**src/rtl/cgra_axi_read_stream_if.sv**
```systemverilog
// AR-credit, AXI R-channel and CGRA stream signals of the CGRA AXI read-stream stage.
// The slave modport is the stage's view; master is the upstream/downstream environment.
interface cgra_axi_read_stream_if #(
    parameter int AXI_DATA_WIDTH = 64,
    parameter int AXI_ID_WIDTH   = 10,
    parameter int LANE_W         = 1
);
    logic                      ar_hs_i;
    logic [LANE_W-1:0]         ar_lane_i;
    logic                      ar_credit_o;
    logic [AXI_ID_WIDTH-1:0]   r_id_i;
    logic [AXI_DATA_WIDTH-1:0] r_data_i;
    logic [1:0]                r_resp_i;
    logic                      r_last_i;
    logic                      r_valid_i;
    logic                      r_ready_o;
    logic [31:0]               data_o;
    logic                      valid_o;
    logic                      ready_i;

    modport master (
        output ar_hs_i, ar_lane_i, r_id_i, r_data_i, r_resp_i, r_last_i, r_valid_i, ready_i,
        input  ar_credit_o, r_ready_o, data_o, valid_o
    );

    modport slave (
        input  ar_hs_i, ar_lane_i, r_id_i, r_data_i, r_resp_i, r_last_i, r_valid_i, ready_i,
        output ar_credit_o, r_ready_o, data_o, valid_o
    );
endinterface

```
**src/rtl/cgra_axi_read_stream.sv**
```systemverilog
// Receives single-beat AXI reads of a strided load, extracts the addressed 32-bit lane and
// streams the words to a CGRA node; AR credit guarantees a FIFO slot for every issued read.
module cgra_axi_read_stream #(
    parameter int AXI_DATA_WIDTH = 64,
    parameter int AXI_ID_WIDTH   = 10,
    parameter int FIFO_DEPTH     = 8,
    parameter int LANE_W         = (AXI_DATA_WIDTH / 32 > 1) ? $clog2(AXI_DATA_WIDTH / 32) : 1
) (
    input  logic                  clk_i,
    input  logic                  rst_ni,
    input  logic                  start_i,
    input  logic [15:0]           num_beats_i,
    output logic                  busy_o,
    output logic                  done_o,
    output logic                  err_o,
    cgra_axi_read_stream_if.slave bus
);
    localparam int NUM_LANES = AXI_DATA_WIDTH / 32;
    localparam int PTR_W     = $clog2(FIFO_DEPTH);
    localparam int CNT_W     = $clog2(FIFO_DEPTH + 1);
    localparam logic [CNT_W-1:0] DEPTH_C    = CNT_W'(FIFO_DEPTH);
    localparam logic [CNT_W:0]   DEPTH_WIDE = (CNT_W + 1)'(FIFO_DEPTH);

    typedef enum logic [1:0] {S_IDLE, S_RUN, S_DRAIN, S_DONE} state_e;

    state_e              r_state, w_state_next;
    logic [15:0]         r_num_beats, r_iss_cnt, r_rcv_cnt, w_rcv_next;
    logic [CNT_W-1:0]    r_outstanding, r_fifo_cnt, w_fifo_cnt_next;
    logic [PTR_W-1:0]    r_wr_ptr, r_rd_ptr, r_lq_wr_ptr, r_lq_rd_ptr;
    logic [31:0]         r_fifo_mem [FIFO_DEPTH];
    logic [LANE_W-1:0]   r_lane_mem [FIFO_DEPTH];
    logic                r_err;
    logic                w_start, w_r_hs, w_pop, w_full, w_empty, w_credit, w_r_ready;
    logic [CNT_W:0]      w_inflight;
    logic [LANE_W-1:0]   w_lane;
    logic [31:0]         w_word;
    logic [AXI_ID_WIDTH-1:0] w_unused_id;
    logic                w_unused_last;

    // Single-ID, single-beat traffic: ID and LAST carry no information here.
    assign w_unused_id   = bus.r_id_i;
    assign w_unused_last = bus.r_last_i;

    assign w_start    = start_i && (r_state == S_IDLE);
    assign w_full     = (r_fifo_cnt == DEPTH_C);
    assign w_empty    = (r_fifo_cnt == '0);
    assign w_pop      = !w_empty && bus.ready_i;
    assign w_inflight = {1'b0, r_outstanding} + {1'b0, r_fifo_cnt};
    assign w_credit   = (r_state == S_RUN) && (r_iss_cnt < r_num_beats) && (w_inflight < DEPTH_WIDE);
    assign w_r_ready  = ((r_state == S_RUN) || (r_state == S_DRAIN)) &&
                        (r_outstanding != '0) && !w_full;
    assign w_r_hs     = bus.r_valid_i && w_r_ready;
    assign w_rcv_next = r_rcv_cnt + {15'd0, w_r_hs};
    assign w_lane     = r_lane_mem[r_lq_rd_ptr];

    always_comb begin
        // NOTE: every always_comb output gets a default first so no path can infer a latch.
        w_word = '0;
        for (int l = 0; l < NUM_LANES; l++) begin
            if (w_lane == LANE_W'(l)) w_word = bus.r_data_i[32*l +: 32];
        end
    end

    always_comb begin
        w_fifo_cnt_next = r_fifo_cnt;
        case ({w_r_hs, w_pop})
            2'b10:   w_fifo_cnt_next = r_fifo_cnt + CNT_W'(1);
            2'b01:   w_fifo_cnt_next = r_fifo_cnt - CNT_W'(1);
            default: w_fifo_cnt_next = r_fifo_cnt;
        endcase
    end

    // Next-state looks at post-edge counts so DONE follows the last pop by one cycle.
    always_comb begin
        w_state_next = r_state;
        case (r_state)
            S_IDLE:  if (start_i) w_state_next = (num_beats_i != 16'd0) ? S_RUN : S_DONE;
            S_RUN:   if (w_rcv_next == r_num_beats) w_state_next = S_DRAIN;
            S_DRAIN: if (w_fifo_cnt_next == '0) w_state_next = S_DONE;
            S_DONE:  w_state_next = S_IDLE;
            default: w_state_next = S_IDLE;
        endcase
    end

    always_ff @(posedge clk_i or negedge rst_ni) begin
        // NOTE: registers use non-blocking assignments so every flop samples pre-edge values.
        if (!rst_ni) r_state <= S_IDLE;
        else         r_state <= w_state_next;
    end

    always_ff @(posedge clk_i or negedge rst_ni) begin
        if (!rst_ni) begin
            r_num_beats   <= '0;
            r_iss_cnt     <= '0;
            r_rcv_cnt     <= '0;
            r_err         <= 1'b0;
            r_outstanding <= '0;
        end else begin
            if (w_start) begin
                r_num_beats <= num_beats_i;
                r_iss_cnt   <= '0;
                r_rcv_cnt   <= '0;
                r_err       <= 1'b0;
            end else begin
                r_iss_cnt <= r_iss_cnt + {15'd0, bus.ar_hs_i};
                r_rcv_cnt <= w_rcv_next;
                if (w_r_hs && (bus.r_resp_i != 2'b00)) r_err <= 1'b1;
            end
            case ({bus.ar_hs_i, w_r_hs})
                2'b10:   r_outstanding <= r_outstanding + CNT_W'(1);
                2'b01:   r_outstanding <= r_outstanding - CNT_W'(1);
                default: r_outstanding <= r_outstanding;
            endcase
        end
    end

    always_ff @(posedge clk_i or negedge rst_ni) begin
        if (!rst_ni) begin
            r_fifo_cnt  <= '0;
            r_wr_ptr    <= '0;
            r_rd_ptr    <= '0;
            r_lq_wr_ptr <= '0;
            r_lq_rd_ptr <= '0;
        end else begin
            r_fifo_cnt <= w_fifo_cnt_next;
            if (w_r_hs)      r_wr_ptr    <= r_wr_ptr + PTR_W'(1);
            if (w_pop)       r_rd_ptr    <= r_rd_ptr + PTR_W'(1);
            if (bus.ar_hs_i) r_lq_wr_ptr <= r_lq_wr_ptr + PTR_W'(1);
            if (w_r_hs)      r_lq_rd_ptr <= r_lq_rd_ptr + PTR_W'(1);
        end
    end

    // NOTE: storage arrays are not reset; pointers and counts alone decide what is valid.
    always_ff @(posedge clk_i) begin
        if (w_r_hs)      r_fifo_mem[r_wr_ptr]    <= w_word;
        if (bus.ar_hs_i) r_lane_mem[r_lq_wr_ptr] <= bus.ar_lane_i;
    end

    assign bus.ar_credit_o = w_credit;
    assign bus.r_ready_o   = w_r_ready;
    assign bus.valid_o     = !w_empty;
    assign bus.data_o      = w_empty ? 32'd0 : r_fifo_mem[r_rd_ptr];
    assign busy_o          = (r_state != S_IDLE);
    assign done_o          = (r_state == S_DONE);
    assign err_o           = r_err;

    // Upstream must hold off while credit is withheld; counters still track the extra read.
    a_ar_hs_needs_credit: assert property (@(posedge clk_i) disable iff (!rst_ni)
        bus.ar_hs_i |-> w_credit);
endmodule
```
**src/flat_wrapper.sv**
```systemverilog
// flat-port wrapper written by rule: the top's interface ports become plain ports
module cgra_axi_read_stream_flat 
#(
    parameter int AXI_DATA_WIDTH = 64,
    parameter int AXI_ID_WIDTH   = 10,
    parameter int FIFO_DEPTH     = 8,
    parameter int LANE_W         = (AXI_DATA_WIDTH / 32 > 1) ? $clog2(AXI_DATA_WIDTH / 32) : 1
)
  (clk_i, rst_ni, start_i, num_beats_i, busy_o, done_o, err_o, bus_ar_hs_i, bus_ar_lane_i, bus_r_id_i, bus_r_data_i, bus_r_resp_i, bus_r_last_i, bus_r_valid_i, bus_ready_i, bus_ar_credit_o, bus_r_ready_o, bus_data_o, bus_valid_o);
  cgra_axi_read_stream_if #(.AXI_DATA_WIDTH(AXI_DATA_WIDTH), .AXI_ID_WIDTH(AXI_ID_WIDTH), .LANE_W(LANE_W)) bus_i ();
  input  logic clk_i;
  input  logic rst_ni;
  input  logic start_i;
  input  logic [15:0] num_beats_i;
  output logic busy_o;
  output logic done_o;
  output logic err_o;
  input wire logic [$bits(bus_i.ar_hs_i)-1:0] bus_ar_hs_i;
  input wire logic [$bits(bus_i.ar_lane_i)-1:0] bus_ar_lane_i;
  input wire logic [$bits(bus_i.r_id_i)-1:0] bus_r_id_i;
  input wire logic [$bits(bus_i.r_data_i)-1:0] bus_r_data_i;
  input wire logic [$bits(bus_i.r_resp_i)-1:0] bus_r_resp_i;
  input wire logic [$bits(bus_i.r_last_i)-1:0] bus_r_last_i;
  input wire logic [$bits(bus_i.r_valid_i)-1:0] bus_r_valid_i;
  input wire logic [$bits(bus_i.ready_i)-1:0] bus_ready_i;
  output wire logic [$bits(bus_i.ar_credit_o)-1:0] bus_ar_credit_o;
  output wire logic [$bits(bus_i.r_ready_o)-1:0] bus_r_ready_o;
  output wire logic [$bits(bus_i.data_o)-1:0] bus_data_o;
  output wire logic [$bits(bus_i.valid_o)-1:0] bus_valid_o;
  assign bus_i.ar_hs_i = bus_ar_hs_i;
  assign bus_i.ar_lane_i = bus_ar_lane_i;
  assign bus_i.r_id_i = bus_r_id_i;
  assign bus_i.r_data_i = bus_r_data_i;
  assign bus_i.r_resp_i = bus_r_resp_i;
  assign bus_i.r_last_i = bus_r_last_i;
  assign bus_i.r_valid_i = bus_r_valid_i;
  assign bus_i.ready_i = bus_ready_i;
  assign bus_ar_credit_o = bus_i.ar_credit_o;
  assign bus_r_ready_o = bus_i.r_ready_o;
  assign bus_data_o = bus_i.data_o;
  assign bus_valid_o = bus_i.valid_o;
  cgra_axi_read_stream #(.AXI_DATA_WIDTH(AXI_DATA_WIDTH), .AXI_ID_WIDTH(AXI_ID_WIDTH), .FIFO_DEPTH(FIFO_DEPTH), .LANE_W(LANE_W)) u_core (.clk_i(clk_i), .rst_ni(rst_ni), .start_i(start_i), .num_beats_i(num_beats_i), .busy_o(busy_o), .done_o(done_o), .err_o(err_o), .bus(bus_i));
endmodule
```
**config.mk**
```make
export PLATFORM = sky130hd
export DESIGN_NAME = cgra_axi_read_stream_flat
export DESIGN_NICKNAME = d
export VERILOG_FILES = /design/src/rtl/cgra_axi_read_stream_if.sv /design/src/rtl/cgra_axi_read_stream.sv /design/src/flat_wrapper.sv
export SDC_FILE = /design/constraint.sdc
export NUM_CORES = 1
export LEC_CHECK = 0
export CORE_MARGIN = 5
export CORE_UTILIZATION = 50
export DETAILED_ROUTE_END_ITERATION = 8
export PLACE_DENSITY = 0.71
export SYNTH_ARGS = -nofsm -noshare
export SYNTH_HDL_FRONTEND = slang
export SYNTH_SLANG_ARGS = --single-unit
```
**constraint.sdc**
```tcl
create_clock -name clk_i -period 10.7 [get_ports clk_i]
set_input_delay 2.14 -clock clk_i [delete_from_list [all_inputs] [get_ports clk_i]]
set_output_delay 2.14 -clock clk_i [all_outputs]
set_load 0.01 [all_outputs]
```
## Word-level counts from Yosys, hierarchy flattened

Memory sizes are Yosys's and may differ from the RTL's.
Index checks and enable logic that the tools add are counted.

- $lt $le $gt $ge: 2
- Muxes and demuxes: 17
- Equality and inequality tests: 12
- $add $sub $neg: 11
- Reductions and logical operators: 21

Operator list:

| cell | number |
|---|---|
| 32-bit two-way mux | 2 |
| 16-bit by 1-bit adder with 16-bit output | 2 |
| 16-bit two-way mux | 2 |
| 16-bit == test | 1 |
| 16-bit less-than comparator | 1 |
| 4-bit case mux with 2 select lines | 2 |
| 16-bit nonzero test | 1 |
| 3-bit by 1-bit adder with 3-bit output, second input constant | 4 |
| 4-bit by 1-bit adder with 4-bit output, second input constant | 2 |
| 2-bit == test, second input constant | 4 |
| 1-bit logical AND | 8 |
| 4-bit logical NOT | 2 |
| 2-bit two-way mux | 4 |
| 2-bit case mux with 4 select lines | 1 |
| 2-bit nonzero test | 4 |
| 4-bit by 1-bit subtractor with 4-bit output, second input constant | 2 |
| 2-bit by 1-bit == test with 1-bit output, second input constant | 3 |
| 1-bit two-way mux | 6 |
| 2-bit inequality test, second input constant | 3 |
| 4-bit by 4-bit adder with 5-bit output | 1 |
| 5-bit by 4-bit less-than comparator with 1-bit output, second input constant | 1 |
| 4-bit == test, second input constant | 1 |
| 4-bit nonzero test | 1 |
| 3-bit AND reduction | 1 |
| other kinds (3) | 4 |

- Memories: 2
- Input port bits: 100
- Logic and storage cells: 76
- Bits in writable memories: 264
- Register bits: 71

Memories:

| memory | depth | width | rd ports | clocked after Yosys merged registers in | wr ports | RTL line | source |
|---|---|---|---|---|---|---|---|
| u_core.r_fifo_mem | 8 | 32 | 1 | 0 | 1 | cgra_axi_read_stream.sv:30 | `logic [31:0] r_fifo_mem [FIFO_DEPTH];` |
| u_core.r_lane_mem | 8 | 1 | 1 | 0 | 1 | cgra_axi_read_stream.sv:31 | `logic [LANE_W-1:0] r_lane_mem [FIFO_DEPTH];` |

## Depth between registers and ports, before layout

Gate-level depths: netlist (run 1).

- Word-level depth: 10
- Gate-level depth with buffers: 15

## Worst setup path after synthesis (run 1)

Ideal clock, no wire load.

- Path kind: in2reg
- Start point: input port bus_r_valid_i
- End point: memory u_core.r_fifo_mem[2][0] (enable)
- Slack: 4.410 ns
- Stages: 2
- Buffers on the path: 0
- Arrival time: 5.778 ns
- Cells stage by stage: nand2_1 -> nor4b_1

- Cells in the longest elaborated chain, start to end: 3

Ends and longest elaborated chain:

| item | RTL line | source |
|---|---|---|
| start, declared | flat_wrapper.sv:24 | `input wire logic [$bits(bus_i.r_valid_i)-1:0] bus_r_valid_i;` |
| 1-bit logical AND | cgra_axi_read_stream.sv:52 | `assign w_r_hs = bus.r_valid_i && w_r_ready;` |
| 1-bit two-way mux | cgra_axi_read_stream.sv:135 | `if (w_r_hs) r_fifo_mem[r_wr_ptr] <= w_word;` |
| 1-bit two-way mux (implied by the code) | cgra_axi_read_stream.sv:135 |  |
| end, declared | cgra_axi_read_stream.sv:30 |  |

No other way between the ends.

## Final worst setup path (run 1)

- Start point: input port bus_r_valid_i
- End point: register u_core.r_state[1]

- Cells in the longest elaborated chain, start to end: 6
- Elaborated cells on any way between the ends: 10

Ends and longest elaborated chain:

| item | RTL line | source |
|---|---|---|
| 1-bit logical AND * | cgra_axi_read_stream.sv:52 |  |
| via u_core.w_r_hs | cgra_axi_read_stream.sv:33 | `logic w_start, w_r_hs, w_pop, w_full, w_empty, w_credit, w_r_ready;` |
| branches (longest 4 deep; another with 16-bit by 1-bit adder with 16-bit output) | n/a |  |
| 3-bit AND reduction (no source line) * | n/a |  |
| end signal, assigned | cgra_axi_read_stream.sv:88 | `else r_state <= w_state_next;` |
| end, declared | cgra_axi_read_stream.sv:26 | `state_e r_state, w_state_next;` |

Mark *: on every way through the listed nets, which the timed path passes.
A chain may end at the register's enable or synchronous reset.

==> results of run 1 <==
## area by class of cell
cell class | instances | area (um^2) | area share, %
Multi-Input combinational cell | 511 | 4750 | 27.1
Clock inverter | 19 | 155 | 0.884
Inverter | 31 | 116 | 0.663
Sequential cell | 335 | 9710 | 55.3
Tap cell | 384 | 480 | 2.74
Clock buffer | 46 | 960 | 5.47
Timing Repair Buffer | 143 | 1380 | 7.88
## synthesized netlist by cell type, types with 2 or more instances
cell type / instances / area share, %
nor2b_1: 3 / 0.13
nor3_1: 9 / 0.31
nand3_1: 13 / 0.44
clkbuf_1: 25 / 0.64
a21o_1: 6 / 0.31
nand2b_1: 6 / 0.26
or4_1: 2 / 0.10
xnor3_1: 2 / 0.31
nand4_1: 13 / 0.55
or3_1: 5 / 0.21
nor4b_1: 3 / 0.18
mux2_2: 36 / 2.8
o41ai_1: 3 / 0.18
buf_1: 12 / 0.31
o21ai_0: 29 / 0.99
xnor2_1: 31 / 1.8
nor4_1: 14 / 0.60
nor2_1: 75 / 1.9
edfxtp_1: 264 / 54
a31oi_1: 2 / 0.085
ha_1: 37 / 3.2
nand2_1: 48 / 1.2
mux2i_1: 34 / 2.3
inv_1: 31 / 0.79
o31ai_1: 2 / 0.10
a21oi_1: 18 / 0.61
buf_2: 3 / 0.10
o2111ai_1: 2 / 0.12
dfrtp_1: 71 / 12
mux4_2: 66 / 10
nor3b_1: 2 / 0.10
xor2_1: 22 / 1.3
and2_1: 4 / 0.17
o211ai_1: 2 / 0.10
a211oi_1: 2 / 0.10
and3_1: 3 / 0.13
buf_4: 3 / 0.15
## critical path: stages
cell and delay (ns):
clkdlybuf4s50_1 0.46, nand2_1 0.29, inv_1 0.41, ha_1 0.25, nand4_1 0.50, or4_1 0.78, a31oi_1 0.20, nand4_1 0.13
o41ai_2 0.50, nand4_1 0.21, mux2i_1 0.16
## where the power goes
group          total (mW)  switching (mW)  internal (mW)
Clock                1.17           0.482          0.685
Combinational        1.63           0.818          0.812
Sequential           1.94           0.161           1.78
## cell families (layout without fill, tap and decap cells)
logic type                 after synthesis  after routing
AOI/OAI and AO/OA                       76             76
xor gates and xnor gates                55             55
buffers and inverters                   74            239
and+or+nand+nor                        206            206
DFF                                    335            335
muxes                                  136            136
adders and majority gates               38             38
## metal layers
| metal | global-route usage (%) | vias up | routed length, um |
|---|---|---|---|
| met5 | 0 | - | 0 |
| met4 | 4.50 | 0 | 490 |
| met3 | 3.30 | 40 | 1520 |
| met2 | 29.8 | 234 | 14400 |
| met1 | 24.4 | 4103 | 12700 |
| li1 | - | 3802 | - |
## worst max-delay path by stage
stage / startpoint / slack [ns] / to
5_1_grt: u_core.r_rd_ptr[0] / 4.79 / bus_data_o[13]
4_1_cts: u_core.r_rd_ptr[0] / 5.03 / bus_data_o[13]
6_report: bus_r_valid_i / 5.07 / u_core.r_state[1]
3_3_place_gp: bus_r_valid_i / 4.57 / u_core.r_state[1]
2_1_floorplan: bus_r_valid_i / 4.41 / u_core.r_fifo_mem[2][0]
3_5_place_dp: bus_r_valid_i / 4.56 / u_core.r_state[1]
## sequential cells by signal, summed over array words and instances, names as in the netlist, 3 cells and up
name,count
u_core.r_lq_rd_ptr,3
u_core.r_fifo_cnt,4
u_core.r_lane_mem,8
u_core.r_fifo_mem,256
u_core.r_rd_ptr,3
u_core.r_num_beats,16
u_core.r_outstanding,4
u_core.r_rcv_cnt,16
u_core.r_lq_wr_ptr,3
u_core.r_wr_ptr,3
u_core.r_iss_cnt,16
## metrics by stage
step / std cells / utilization, % / hold slack (ns)
global placement: 1404 / 57.0 / 0.477
global route: 1469 / 60.8 / 0.525
CTS: 1469 / 60.8 / 0.491
detailed placement: 1404 / 57.0 / 0.480
finish: 1469 / 60.8 / 0.487
floorplan: 920 / - / 0.457
==> results.tsv, run 1 <==
metric	value	unit
status	completed	
cts_made_buffers	36	
max_cap_violations	0	
vdd_drop_max	0.222	mV
ant_nets	0	
dp_slack	4.56	ns
synth_cell_types	54	
yosysSeqAreaShare	66.1	%
synth_compound_area_share	3.27	%
min_to	u_core.r_lq_wr_ptr[2]	
synth-xor-area-share	3.47	%
r2r_setup_slack	5.99	ns
grt_setup_unrepaired	no	
synth_top_family_by_area	multiplexers	
clockRootBuffer	clkbuf_16	
power.density	270	mW/mm^2
startpoint_type	primary input	
portBuffers	126	
via_per_inst	5.57	
crit_fanout	15	
power	4.74	mW
setup_slack	5.07	ns
grt_pass1_vias	8451	
synthAdderAreaFrac	3.29	%
cts_tree	yes	
dr.pass1.iters	5	
avgRoutedWirePerCell	19.8	um
slew_violations	0	
area_growth	19.6	%
routabilityCongestion	0.863	
fill_cells	2179	
cts_resized	0	
final_cell_mix	edfxtp_1, clkdlybuf4s50_1, nor2_1, dfrtp_1, mux4_2	
diodes	0	
crit_path_end_kind	flop	
grt_pass1_wl	46.5	mm
syn-cell-area	0.0147	mm^2
cts_buffer_depth	3	
fmax	0.178	GHz
cts_hold_buf	0	
synth_edf_count	264	
hold_viol	0	
dpl_cell_area	0.0164	mm^2
fin_crit_sh	52.6	%
die_w	181	um
yosys.area_share.simple	6.68	%
hp-start	u_core.r_lq_wr_ptr[2]	
cts_setup_buffers	0	
cts.clk_slew.worst_paths	0.06	ns
fin_skew	0.0206	ns
final_net_count	1196	
ios	138	
grt-ovfl-total	0	
synth.area.mux_share	15.2	%
syn_area_per_cell	16.0	um^2
syn_inst	920	
clock_latency	0.52	ns
min_delay_path_depth	1	
slew_headroom	27.3	%
synth_ff_type	edfxtp_1	
antenna_found_initial	0	
synth-seq-cells	335	
critical_path_class	in2reg	
vias	8179	
drc	0	
h-tree-depth	2	
cts.sinks	335	
leakage	6.33	nW
final_cell_area	0.0176	mm^2
core	0.0289	mm^2
layout_commonest_cell	edfxtp_1	
async_reset_ff_share	21.2	%
grt_max_degree	72	
ff2ff_path_depth	14	
post-route-min-period	5.63	ns
setup_tns	0	ns
reg2reg_to	u_core.r_state[1]	
required	11.10	ns
dieArea	0.0329	mm^2
start_util	50.9	%
yosys_warnings	0	
drive_gt1_share	17.3	%
grt_usage	17.8	%
drt_iter0_markers	530	
die_y	181	um
synth_nets	1058	
final-setup-viol-count	0	
cp.arrival	6.03	ns
drt-total-wl	29.1	mm
tightest_slew	1.09	ns
rows	62	
dpl.hpwl	17.7	mm
r2r_start	u_core.r_state[0]	
min_path_type	reg2reg	
No activity file was read; power rests on OpenSTA's default activity.
==> inputs of run 2 (changes only) <==
--- a/config.mk
+++ b/config.mk
@@ -8,7 +8,7 @@
 export CORE_MARGIN = 5
 export CORE_UTILIZATION = 50
 export DETAILED_ROUTE_END_ITERATION = 8
-export PLACE_DENSITY = 0.71
+export PLACE_DENSITY = 0.74
 export SYNTH_ARGS = -nofsm -noshare
 export SYNTH_HDL_FRONTEND = slang
 export SYNTH_SLANG_ARGS = --single-unit
==> constraint.sdc (replaced) <==
create_clock -name clk_i -period 5 [get_ports clk_i]
set_input_delay 1 -clock clk_i [delete_from_list [all_inputs] [get_ports clk_i]]
set_output_delay 1 -clock clk_i [all_outputs]
set_load 0.01 [all_outputs]
==> run 2 against run 1 <==
Compared with the run above: worst hold slack lost 0.0088 ns; critical path depth shrank 6; sequential power grew 120%; clock power grew 110%; setup slack lost 4.1 ns; clock skew shrank 0.00065 ns; largest cell class unchanged.
==> results.tsv, run 2 (same netlist as run 1, synthesis figures left out) <==
metric	value	unit	change
layout_commonest_cell	edfxtp_1		
slew_headroom	29.5	%	+2.2 points
leakage	6.37	nW	+0.68%
portBuffers	126		unchanged
cts_buffer_depth	3		unchanged
power.density	576	mW/mm^2	+110%
final-setup-viol-count	0		unchanged
die_y	181	um	unchanged
grt_max_degree	62		-14%
grt_pass1_vias	8509		+0.69%
avgRoutedWirePerCell	20.0	um	+0.85%
area_growth	19.9	%	
fill_cells	2144		-1.6%
drt_iter0_markers	517		-2.5%
max_cap_violations	0		unchanged
m1WireLength	12.4	mm	-2.4%
cts_made_buffers	34		-5.6%
vdd_drop_max	0.272	mV	+23%
grt_pass1_wl	46.9	mm	+0.94%
start_util	50.9	%	unchanged
dr_wl_met3	1.41	mm	-7.1%
h-tree-depth	2		unchanged
rows	62		unchanged
ant_nets	0		unchanged
fin_crit_sh	80.0	%	
fmax	0.250	GHz	
required	4.00	ns	-7.10 ns
max_flop_register	u_core.r_fifo_mem		
cts.sinks	335		unchanged
slew_violations	0		unchanged
startpoint_type	flop		
hold_ws	0.478	ns	-0.00878 ns
status	completed		
cts_resized	0		unchanged
via_per_inst	5.59		+0.37%
clockRootBuffer	clkbuf_16		
wl_met2	15.1	mm	+4.7%
hold_viol	0		unchanged
final_cell_mix	edfxtp_1, clkdlybuf4s50_1, nor2_1, dfrtp_1, mux4_2		
cts.clk_slew.worst_paths	0.06	ns	about the same
grt_usage	18.0	%	+0.20 points
crit_path_end_kind	output pin		
dieArea	0.0329	mm^2	unchanged
critical_path_class	reg2out		
core	0.0289	mm^2	unchanged
fin_skew	0.0200	ns	-0.000647 ns
antenna_found_initial	0		unchanged
vias	8237		+0.71%
grt_setup_unrepaired	no		
top_layer_used	met4		
drt-total-wl	29.4	mm	+1.2%
cp.arrival	3.00	ns	-3.03 ns
clock_latency	0.53	ns	about the same
post-route-min-period	4.00	ns	
setup_tns	0	ns	unchanged
dr.pass1.iters	5		unchanged
cts_setup_buffers	0		unchanged
drc	0		unchanged
cts_tree	yes		
largest_reg_flops	256		unchanged
final_net_count	1203		+0.59%
cts_hold_buf	0		unchanged
tightest_slew	1.06	ns	-0.0333 ns
die_w	181	um	unchanged
power	10.2	mW	+110%
diodes	0		unchanged
drive_gt1_share	17.6	%	+0.29 points
grt-ovfl-total	0		unchanged
ios	138		unchanged
crit_fanout	24		+9
dpl.hpwl	18.8	mm	+5.8%
routabilityCongestion	0.816		-5.5%
min_path_type	in2async		
run 2: changes by cell type in the layout (fill, tap and decap cells not counted), moves of 2 or more:
cell	delta
buf_4	+8
nor4b_4	+2
clkbuf_16	-3
inv_16	+2
nor4b_2	-2
inv_6	-2
clkinvlp_4	-3
clkbuf_1	+2
run 2: where the power goes:
| part | switching, mW | internal (mW) | total (mW) |
|---|---|---|---|
| Sequential | 0.483 | 3.81 | 4.29 |
| Clock | 1.03 | 1.40 | 2.42 |
| Combinational | 1.65 | 1.79 | 3.44 |
| Total | 3.15 | 7.00 | 10.2 |
run 2: stage by stage:
stage / setup slack, ns / cell area (um^2) / instances / utilization, %
6_report: 1.00 / 17600 / 1474 / 61.0
5_1_grt: 0.797 / 17600 / 1474 / 61.0
4_1_cts: 0.916 / 17600 / 1474 / 61.0
3_5_place_dp: 0.724 / 16500 / 1413 / 57.3
3_3_place_gp: 0.724 / 16500 / 1413 / 57.3
2_1_floorplan: 0.0334 / 14700 / 920 / -
run 2: final timing paths:
check	startpoint	end	slack [ns]	depth (start not counted)
worst min register to register	u_core.r_lq_wr_ptr[2]	u_core.r_lq_wr_ptr[2]	0.50	1
worst max register to register	u_core.r_state[0]	u_core.r_state[1]	1.08	14
worst min-delay path	rst_ni	u_core.r_iss_cnt[5]	0.48	1
max in group asynchronous	rst_ni	u_core.r_rd_ptr[0]	3.44	2
min in group clk_i	u_core.r_lq_wr_ptr[2]	u_core.r_lq_wr_ptr[2]	0.50	1
worst max-delay path	u_core.r_rd_ptr[0]	bus_data_o[31]	1.0	5
run 2: cell type report:
type,count,area [um^2],share of cell area [%]
Clock buffer,46,906,5.14
Clock inverter,15,160,0.910
Inverter,31,116,0.661
Multi-Input combinational cell,511,4770,27.1
Sequential cell,335,9710,55.2
Tap cell,384,480,2.73
Timing Repair Buffer,152,1460,8.31
run 2: routing by layer:
metal / track usage [%] / vias to the layer above
li1: - / 3819
met1: 24.2 / 4172
met2: 30.9 / 205
met3: 3.16 / 41
met4: 4.38 / 0
met5: 0 / -
run 2: worst max-delay path, stage by stage (launching register included):
cell and delay, ns:
dfrtp_4 0.76, buf_4 0.39, mux4_2 0.55, mux2i_1 0.15, nor2_1 0.10, clkdlybuf4s50_1 0.52
